===== src/rtl/loader_pkg.sv =====
`default_nettype none
// +----------------------------------------------------------------------------+
// | loader_pkg : shared state encoding and framing constants for the loader   |
// | Revision   : 1.0                                                           |
// +----------------------------------------------------------------------------+
package loader_pkg;

  typedef enum logic [2:0] {
    IDLE  = 3'd0,
    ADDR  = 3'd1,
    COUNT = 3'd2,
    DATA  = 3'd3,
    DONE  = 3'd4,
    ERR   = 3'd5
  } state_e;

  localparam logic [7:0] SYNC_BYTE = 8'hA5;

endpackage
`default_nettype wire


===== src/rtl/byte_assembler.sv =====
`default_nettype none
// +----------------------------------------------------------------------------+
// | byte_assembler : little-endian 4-byte word builder with byte counter      |
// | Revision       : 1.0                                                       |
// +----------------------------------------------------------------------------+
module byte_assembler (
  input  logic        clk_i,
  input  logic        rst_i,
  input  logic        byte_valid_i,
  input  logic [7:0]  byte_i,
  input  logic        clear_i,
  output logic [31:0] word_o,
  output logic        word_valid_o
);

  logic [23:0] shift_q;
  logic [1:0]  cnt_q;

  // Word and strobe are presented in the same cycle as the 4th byte so the
  // consumer can register the result on the edge that samples that byte.
  assign word_o       = {byte_i, shift_q};
  assign word_valid_o = byte_valid_i && (cnt_q == 2'd3);

  always_ff @(posedge clk_i or posedge rst_i) begin
    if (rst_i) begin
      shift_q <= '0;
      cnt_q   <= '0;
    end else if (clear_i) begin
      shift_q <= '0;
      cnt_q   <= '0;
    end else if (byte_valid_i) begin
      shift_q <= {byte_i, shift_q[23:8]};
      cnt_q   <= cnt_q + 2'd1;
    end
  end

endmodule
`default_nettype wire


===== src/rtl/instr_mem_loader.sv =====
`default_nettype none
// +----------------------------------------------------------------------------+
// | instr_mem_loader : framed UART byte-stream loader for instruction memory  |
// | Revision         : 1.0                                                     |
// +----------------------------------------------------------------------------+
module instr_mem_loader
  import loader_pkg::*;
#(
  parameter int unsigned MEM_SIZE_BYTES = 65536,
  parameter int unsigned TIMEOUT_CYCLES = 1000000
) (
  input  logic        clk_i,
  input  logic        rst_i,
  input  logic        rx_valid_i,
  input  logic [7:0]  rx_data_i,
  output logic [31:0] write_addr_o,
  output logic [31:0] write_data_o,
  output logic        write_enable_o,
  output logic        core_reset_o,
  output logic        done_o,
  output logic        error_o
);

  localparam int unsigned      IDLE_W       = $clog2(TIMEOUT_CYCLES + 1);
  localparam logic [IDLE_W-1:0] TIMEOUT_LAST = IDLE_W'(TIMEOUT_CYCLES - 1);
  localparam logic [34:0]      MEM_LIMIT    = 35'(MEM_SIZE_BYTES);

  state_e             state_q, state_d;
  logic [31:0]        start_addr_q, start_addr_d;
  logic [31:0]        count_q, count_d;
  logic [31:0]        k_q, k_d;
  logic [IDLE_W-1:0]  idle_q, idle_d;
  logic [31:0]        wr_addr_q, wr_addr_d;
  logic [31:0]        wr_data_q, wr_data_d;
  logic               we_q, we_d;
  logic               core_reset_q, done_q, error_q;

  logic        w_active;
  logic        w_finished;
  logic        w_asm_valid;
  logic        w_asm_clear;
  logic [31:0] w_word;
  logic        w_word_valid;
  logic [34:0] w_end;

  assign w_active    = (state_q == ADDR) || (state_q == COUNT) || (state_q == DATA);
  assign w_finished  = (state_q == DATA) && (k_q == count_q);
  assign w_asm_valid = rx_valid_i && w_active;
  assign w_asm_clear = (state_d != state_q);
  // 35 bits so address plus byte length can never wrap below the limit.
  assign w_end       = {3'b000, start_addr_q} + {1'b0, w_word, 2'b00};

  byte_assembler u_asm (
    .clk_i        (clk_i),
    .rst_i        (rst_i),
    .byte_valid_i (w_asm_valid),
    .byte_i       (rx_data_i),
    .clear_i      (w_asm_clear),
    .word_o       (w_word),
    .word_valid_o (w_word_valid)
  );

  always_comb begin
    state_d      = state_q;
    start_addr_d = start_addr_q;
    count_d      = count_q;
    k_d          = k_q;
    idle_d       = '0;
    wr_addr_d    = wr_addr_q;
    wr_data_d    = wr_data_q;
    we_d         = 1'b0;

    case (state_q)
      IDLE: begin
        if (rx_valid_i && (rx_data_i == SYNC_BYTE)) state_d = ADDR;
      end
      ADDR: begin
        if (w_word_valid) begin
          start_addr_d = w_word;
          state_d      = COUNT;
        end
      end
      COUNT: begin
        if (w_word_valid) begin
          count_d = w_word;
          k_d     = '0;
          if (start_addr_q[1:0] != 2'b00) state_d = ERR;
          else if (w_end > MEM_LIMIT)     state_d = ERR;
          else if (w_word == '0)          state_d = DONE;
          else                            state_d = DATA;
        end
      end
      DATA: begin
        // The final write gets its own cycle so done follows it by one cycle.
        if (w_finished) begin
          state_d = DONE;
        end else if (w_word_valid) begin
          we_d      = 1'b1;
          wr_addr_d = start_addr_q + (k_q << 2);
          wr_data_d = w_word;
          k_d       = k_q + 32'd1;
        end
      end
      DONE:    state_d = IDLE;
      ERR:     state_d = IDLE;
      default: state_d = IDLE;
    endcase

    if (w_active && !w_finished) begin
      if (rx_valid_i)                  idle_d = '0;
      else if (idle_q == TIMEOUT_LAST) state_d = ERR;
      else                             idle_d = idle_q + 1'b1;
    end
  end

  always_ff @(posedge clk_i or posedge rst_i) begin
    if (rst_i) begin
      state_q      <= IDLE;
      start_addr_q <= '0;
      count_q      <= '0;
      k_q          <= '0;
      idle_q       <= '0;
      wr_addr_q    <= '0;
      wr_data_q    <= '0;
      we_q         <= 1'b0;
      core_reset_q <= 1'b0;
      done_q       <= 1'b0;
      error_q      <= 1'b0;
    end else begin
      state_q      <= state_d;
      start_addr_q <= start_addr_d;
      count_q      <= count_d;
      k_q          <= k_d;
      idle_q       <= idle_d;
      wr_addr_q    <= wr_addr_d;
      wr_data_q    <= wr_data_d;
      we_q         <= we_d;
      core_reset_q <= (state_d == ADDR) || (state_d == COUNT) || (state_d == DATA);
      done_q       <= (state_d == DONE);
      error_q      <= (state_d == ERR);
    end
  end

  assign write_addr_o   = wr_addr_q;
  assign write_data_o   = wr_data_q;
  assign write_enable_o = we_q;
  assign core_reset_o   = core_reset_q;
  assign done_o         = done_q;
  assign error_o        = error_q;

endmodule
`default_nettype wire


===== config.mk =====
export PLATFORM = sky130hd
export DESIGN_NAME = instr_mem_loader
export DESIGN_NICKNAME = d
export VERILOG_FILES = /design/src/rtl/loader_pkg.sv /design/src/rtl/byte_assembler.sv /design/src/rtl/instr_mem_loader.sv
export SDC_FILE = /design/constraint.sdc
export NUM_CORES = 1
export LEC_CHECK = 0
export CORE_MARGIN = 8
export CORE_UTILIZATION = 45
export DETAILED_ROUTE_END_ITERATION = 16
export GPL_ROUTABILITY_DRIVEN = 0
export PLACE_DENSITY_LB_ADDON = 0.25
export SYNTH_ARGS = -nofsm -noshare
export SYNTH_HDL_FRONTEND = slang
export SYNTH_HIERARCHICAL = 1
export SYNTH_SLANG_ARGS = --single-unit
export TNS_END_PERCENT = 5

===== constraint.sdc =====
create_clock -name clk_i -period 6.5 [get_ports clk_i]
set_input_delay 0.65 -clock clk_i [delete_from_list [all_inputs] [get_ports clk_i]]
set_output_delay 0.65 -clock clk_i [all_outputs]
set_load 0.005 [all_outputs]

==> results of run 1 <==
state kept, by name, indices dropped and copies added, names as in the netlist:
name / count
idle_q: 20
u_asm/shift_q: 24
done_o: 1
core_reset_o: 1
u_asm/cnt_q: 2
k_q: 32
state_q: 3
write_addr_o: 32
count_q: 32
error_o: 1
write_enable_o: 1
start_addr_q: 32
write_data_o: 32
power by group:
group | total [W] | internal, W | switching (W)
Clock | 0.00145 | 0.000881 | 0.000574
Combinational | 0.000182 | 0.0000634 | 0.000118
Sequential | 0.00138 | 0.00134 | 0.0000416
metal layers:
metal	wire, um	part of all wire [%]	track usage, %	up-vias
met5	0	0	0	-
met4	1110	3.3	6.90	0
met3	2040	6.1	3.70	70
met2	14700	44	30.9	281
met1	15300	46	26.8	4878
li1	-	-	-	4898
final timing paths:
check	from	endpoint	cells past startpoint
worst min register to register	write_data_o[5]	write_data_o[5]	2
min in group asynchronous	rst_i	u_asm/shift_q[11]	3
worst min-delay path	write_data_o[5]	write_data_o[5]	2
worst max-delay path	u_asm/shift_q[0]	core_reset_o	13
max in group asynchronous	rst_i	write_addr_o[17]	3
worst max register to register	u_asm/shift_q[0]	core_reset_o	13
final cells by class:
type / count / area [sq um] / area share [%]
Tap cell: 378 / 473 / 3.26
Sequential cell: 213 / 5330 / 36.7
Clock buffer: 32 / 661 / 4.55
Timing Repair Buffer: 87 / 848 / 5.85
Multi-Input combinational cell: 1039 / 6840 / 47.2
Inverter: 43 / 169 / 1.16
Clock inverter: 11 / 185 / 1.28
worst register-to-register path, delay by kind of cell, from the launching register on:
kind,cells,cell delay [ps]
XOR/XNOR,1,160
flip-flops,1,440
AO/OA/AOI/OAI,6,1550
AND/OR/NAND/NOR,4,1670
adder cells (fa/ha/maj),2,640
kinds of logic after synthesis:
logic type / count (synthesis) / synth area share [%]
adder cells (fa/ha/maj): 64 / 6.45
flip-flops: 213 / 42.1
multiplexers: 93 / 7.99
XOR/XNOR: 105 / 7.27
AND/OR/NAND/NOR: 524 / 19.3
AO/OA/AOI/OAI: 253 / 13.0
buffers and inverters: 105 / 3.89
stage by stage:
stage          utilization, %  hold WS [ps]  cells  worst slack, ps
6_report                 52.4           468   1803             1920
3_5_place_dp             49.3           462   1760             1810
2_1_floorplan               -           455   1357              765
3_3_place_gp             49.3           460   1760             1890
5_1_grt                  52.4           497   1803             1650
4_1_cts                  52.4           476   1803             2030
placed cells by master (no fill, tap or decap), drive strengths merged, types with 4 or more instances in the layout:
master,n
or3,11
clkdlybuf4s50,78
nand2,206
buf,9
or4,4
or2,4
a31oi,6
nor3,17
and2,11
a21oi,66
nor2,127
mux2i,29
o2111ai,5
mux2,64
o21ai,76
o21a,9
and3,17
nand2b,12
xnor2,67
o22ai,4
dfrtp,213
a21o,11
ha,62
nand4,26
o211ai,5
nor3b,5
xor2,38
o21bai,5
a211oi,16
inv,46
bufinv,4
a21boi,5
nand3,45
nor4,17
o31ai,8
nor2b,7
clkbuf,32
==> metrics.md, run 1 <==
| Metric | Value |
|---|---|
| Outcome | `finished clean` |
| # Max-Cap Violations | `0` |
| Top post-synthesis cells by area | `dfrtp_1 42%, ha_1 6.1%, nand2_1 6.1%` |
| Die Span X | `between 150 and 200 um` |
| Yosys top cell by area | `dfrtp_1` |
| Largest net degree at the start of global routing | `between 100 and 150` |
| Worst hold path class | `register to register` |
| Post-cts resize count | `0` |
| Syn avg cell area | `about 9.3 sq um` |
| # fillers | `approximately 2,600` |
| Worst skew pair latency | `around 530 ps` |
| Crit path largest cell delay | `approximately 580 ps` |
| Synthesis-stage register bit count | `about 210` |
| Critical-path top delay cell | `nor3_1` |
| Syn. warnings | `6` |
| Ys async rst share | `100%` |
| Port Buffers | `78` |
| Final Slew Violations | `0` |
| Die Y | `roughly 180 um` |
| Clk buf depth | `3` |
| Sum Neg Setup Slack | `0 ps` |
| Cells after Synth | `between 1,000 and 1,500` |
| Worst rel slew slack | `~28%` |
| Primary FF master, synth | `dfrtp_1` |
| Power Total | `around 0.003 W` |
| Top-count cell post-synth | `dfrtp_1` |
| Clock root cell | `clkbuf_16` |
| Area growth syn-to-layout | `14.7%` |
| Core area | `27,700 sq um` |
| Clock net sink count | `between 200 and 250` |
| CP arrival | `about 5000 ps` |
| Drt pass-1 iters | `5` |
| DP Area | `around 14,000 sq um` |
| Max Clk Rate | `between 0.2 and 0.25 GHz` |
| Post-DP HPWL | `roughly 24,000 um` |
| Worst setup SP type | `register` |
| Final period util | `a little over two thirds` |
| Finished layout cell area | `around 15,000 sq um` |
| Total wire length | `between 30,000 and 40,000 um` |
| Worst EP required | `between 6000 and 7000 ps` |
| Post-Syn Area | `about 13,000 sq um` |
| Synth unique cells | `81` |
| Worst path top cell family by delay | `simple AND/OR/NAND/NOR gates` |
| Starting Density | `45.7%` |
| Static Leakage | `6.52 nW` |
| Synth top area share | `42.1%` |
| Antenna Nets Post-Route | `0` |
| Skew final | `between 15 and 20 ps` |
| Min Tclk post-route | `approximately 4600 ps` |
| Kind of critical path | `register to register` |
| # IOs | `between 70 and 80` |
| CTS H-tree lvls | `1` |
| EDFF count, synth | `0` |
| Syn nets | `approximately 1,400` |
| DR vias | `between 10,000 and 15,000` |
| Number of placement rows | `61` |
| Worst vdd ir | `~0.18 mV` |
| Final net count | `1,483` |
| Final Hold Viols | `0` |
| R2R Setup Slk | `1920 ps` |
| WP buf/inv | `0` |
| Vias per inst | `around 5.6` |
| Hold buffers post-CTS | `0` |
| Die ar. | `roughly 34,000 sq um` |
| DRC Markers | `0` |
| Post-synthesis sequential area ratio | `approximately 42%` |
| Post-synth top cells | `213 x dfrtp_1, 206 x nand2_1, 125 x nor2_1` |
| Fraction of layout cells with a size suffix above 1 | `a little under a tenth` |
| Crit Path Max Fanout | `6` |
| GRT overflow | `0` |
| First-pass GRT wire length | `approximately 54,000 um` |
| CP endpoint kind | `register` |
| Worst-Margin Slew | `1080 ps` |
| Setup bufs post-CTS | `0` |
| WL/cell | `~18 um` |
| Clock transition at path regs | `70 ps` |
| Initial DRC Count | `691` |
| CTS buffer count | `24` |
| CTS tree | `yes` |
| Setup Viol. Count Final | `0` |
| Vias in the first global route | `around 9,900` |
| Initial antenna violation count | `0` |
| PD cells | `208 nW/um^2` |
| CP Cell Sequence | `ha_1, fa_1, a211oi_1, nor4_1, nor3_1, a31oi_1, a221oi_1, o21ai_0, xnor2_1, or4b_4, or4_4, a21oi_4, a21oi_1` |
| GRT Total Usage | `about a fifth` |
| Unrepaired setup endpoints after global routing | `false` |
| Diode count | `0` |
No activity file was read; power rests on OpenSTA's default activity.
==> run 2, diff against run 1 <==
clock period = 4.45 ns   (was 6.5 ns; I/O delays follow)
==> metrics.md, run 2 (same netlist as run 1, synthesis figures left out) <==
| Metric | Value |
|---|---|
| Worst skew pair latency | `540 ps` |
| Post-DP HPWL | `approximately 24,000 um` |
| Final Hold Viols | `0` |
| Port Buffers | `78` |
| Sum Neg Setup Slack | `0 ps` |
| Max Clk Rate | `about 0.23 GHz` |
| Core area | `around 28,000 sq um` |
| Final Slew Violations | `0` |
| Drt pass-1 iters | `6` |
| Fraction of layout cells with a size suffix above 1 | `roughly an eighth` |
| Worst setup SP type | `register` |
| # Max-Cap Violations | `0` |
| Worst EP required | `between 4000 and 5000 ps` |
| WL/cell | `18.1 um` |
| Commonest cells after routing, fill and taps aside | `213 x dfrtp_1, 206 x nand2_1, 123 x nor2_1` |
| DR vias | `slightly above 10,000` |
| Final setup margin | `~150 ps` |
| Post-placement setup slack | `between 7 and 8 ps` |
| Kind of critical path | `register to register` |
| Most common cell after layout, fill and taps aside | `dfrtp_1` |
| Clk buf depth | `3` |
| Final net count | `1,523` |
| Setup Viol. Count Final | `0` |
| Hold buffers post-CTS | `0` |
| CP endpoint kind | `register` |
| GRT Total Usage | `approximately 20%` |
| Diode count | `0` |
| CTS tree | `yes` |
| Worst rel slew slack | `between 40% and 50%` |
| Logic gate share of total power | `~7.7%` |
| R2R cell count | `13` |
| Initial DRC Count | `approximately 710` |
| Outcome | `finished clean` |
| CTS H-tree lvls | `1` |
| Number of placement rows | `between 60 and 70` |
| Area growth syn-to-layout | `17.2%` |
| Clock transition at path regs | `about 60 ps` |
| Antenna Nets Post-Route | `0` |
| Net Switching | `between 0.001 and 0.0015 W` |
| Int Pwr | `0.00321 W` |
| Largest net degree at the start of global routing | `about 140` |
| Worst-Margin Slew | `820 ps` |
| Die Y | `184 um` |
| Crit Path Max Fanout | `4` |
| # IOs | `~80` |
| Initial antenna violation count | `0` |
| Total wire length | `between 30,000 and 40,000 um` |
| Die ar. | `33,700 sq um` |
| Worst hold path class | `input pin to asynchronous set/reset pin` |
| DRC Markers | `0` |
| Switch share | `roughly a quarter` |
| CP arrival | `between 4000 and 5000 ps` |
| Clock share of power | `a little under half` |
| Vias per inst | `~5.5` |
| First-pass GRT wire length | `55,000 um` |
| Die Span X | `184 um` |
| Vias in the first global route | `a little over 10,000` |
| Unrepaired setup endpoints after global routing | `false` |
| Starting Density | `roughly 46%` |
| Skew final | `8.37 ps` |
| Final period util | `between 90% and 100%` |
| Worst vdd ir | `0.241 mV` |
| Clock root cell | `clkbuf_16` |
| Min Tclk post-route | `between 4000 and 5000 ps` |
| Part of the power in registers | `46.5%` |
| GRT overflow | `0` |
| Static Leakage | `between 6 and 7 nW` |
| CTS buffer count | `25` |
| Clock net sink count | `about 210` |
| PD cells | `about 290 nW/um^2` |
| # fillers | `between 2,000 and 3,000` |
==> run 2: layer usage <==
metal | wire (um) | GRT usage, % | vias to the layer above | part of all wire [%]
li1 | - | - | 4969 | -
met1 | 15300 | 26.9 | 4883 | 46
met2 | 15400 | 33.2 | 265 | 46
met3 | 1680 | 2.71 | 68 | 5.0
met4 | 1030 | 6.57 | 0 | 3.1
met5 | 0 | 0 | - | 0
==> run 2: final timing paths <==
path	endpoint	slack (ps)	start
worst max-delay path	core_reset_o	150	start_addr_q[2]
worst min-delay path	u_asm/shift_q[10]	260	rst_i
worst max register to register	core_reset_o	150	start_addr_q[2]
worst min register to register	write_addr_o[0]	470	write_addr_o[0]
max in group asynchronous	count_q[24]	3360	rst_i
min in group clk_i	write_addr_o[0]	470	write_addr_o[0]
==> run 2: area by class of cell <==
class / instances / area, sq um / share of cell area [%]
well taps: 378 / 473 / 3.19
clock buffers: 35 / 713 / 4.81
flip-flops and latches: 213 / 5330 / 36.0
repair buffers: 126 / 1170 / 7.87
inverters: 43 / 165 / 1.11
clock inverters: 10 / 73.8 / 0.498
multi-input cells: 1039 / 6900 / 46.6
==> run 2: per-stage QoR <==
step / cells / total power, W / hold WS [ps] / cell area [sq um] / util, %
2_1_floorplan: 1357 / 0.00223 / 455 / 12700 / -
3_3_place_gp: 1798 / 0.00235 / 458 / 14000 / 50.4
3_5_place_dp: 1798 / 0.00236 / 461 / 14000 / 50.4
4_1_cts: 1843 / 0.00433 / 268 / 14800 / 53.3
5_1_grt: 1844 / 0.00445 / 297 / 14800 / 53.5
6_report: 1844 / 0.00429 / 265 / 14800 / 53.5
==> run 2: power by group through the flow <==
stage / registers, W / logic [W] / clock network [W]
floorplan: 0.00202 / 0.000207 / 0
global placement: 0.00203 / 0.000325 / 0
detailed placement: 0.00203 / 0.000329 / 0
CTS: 0.00199 / 0.000331 / 0.00201
global route: 0.00199 / 0.000364 / 0.00209
finish: 0.00199 / 0.000331 / 0.00196
==> run 2: what timing repair did <==
action | CTS | global route
setup endpoints to repair | 2 | 6
gates resized for setup | 1 | 10
pin swaps | 0 | 5
cloned | 0 | 0
setup buffers | 0 | 1
==> run 2: critical path, cell delays in order, from the launching register on <==
cell      delay (ps)
dfrtp_1          400
ha_2             220
fa_2             430
a211oi_4         260
o21ai_2          110
o31ai_4          260
nand2b_4         170
a21oi_2           50
or4b_1           540
o41a_1           370
or4b_4           560
or4_4            510
a21oi_4          190
a21oi_1          100
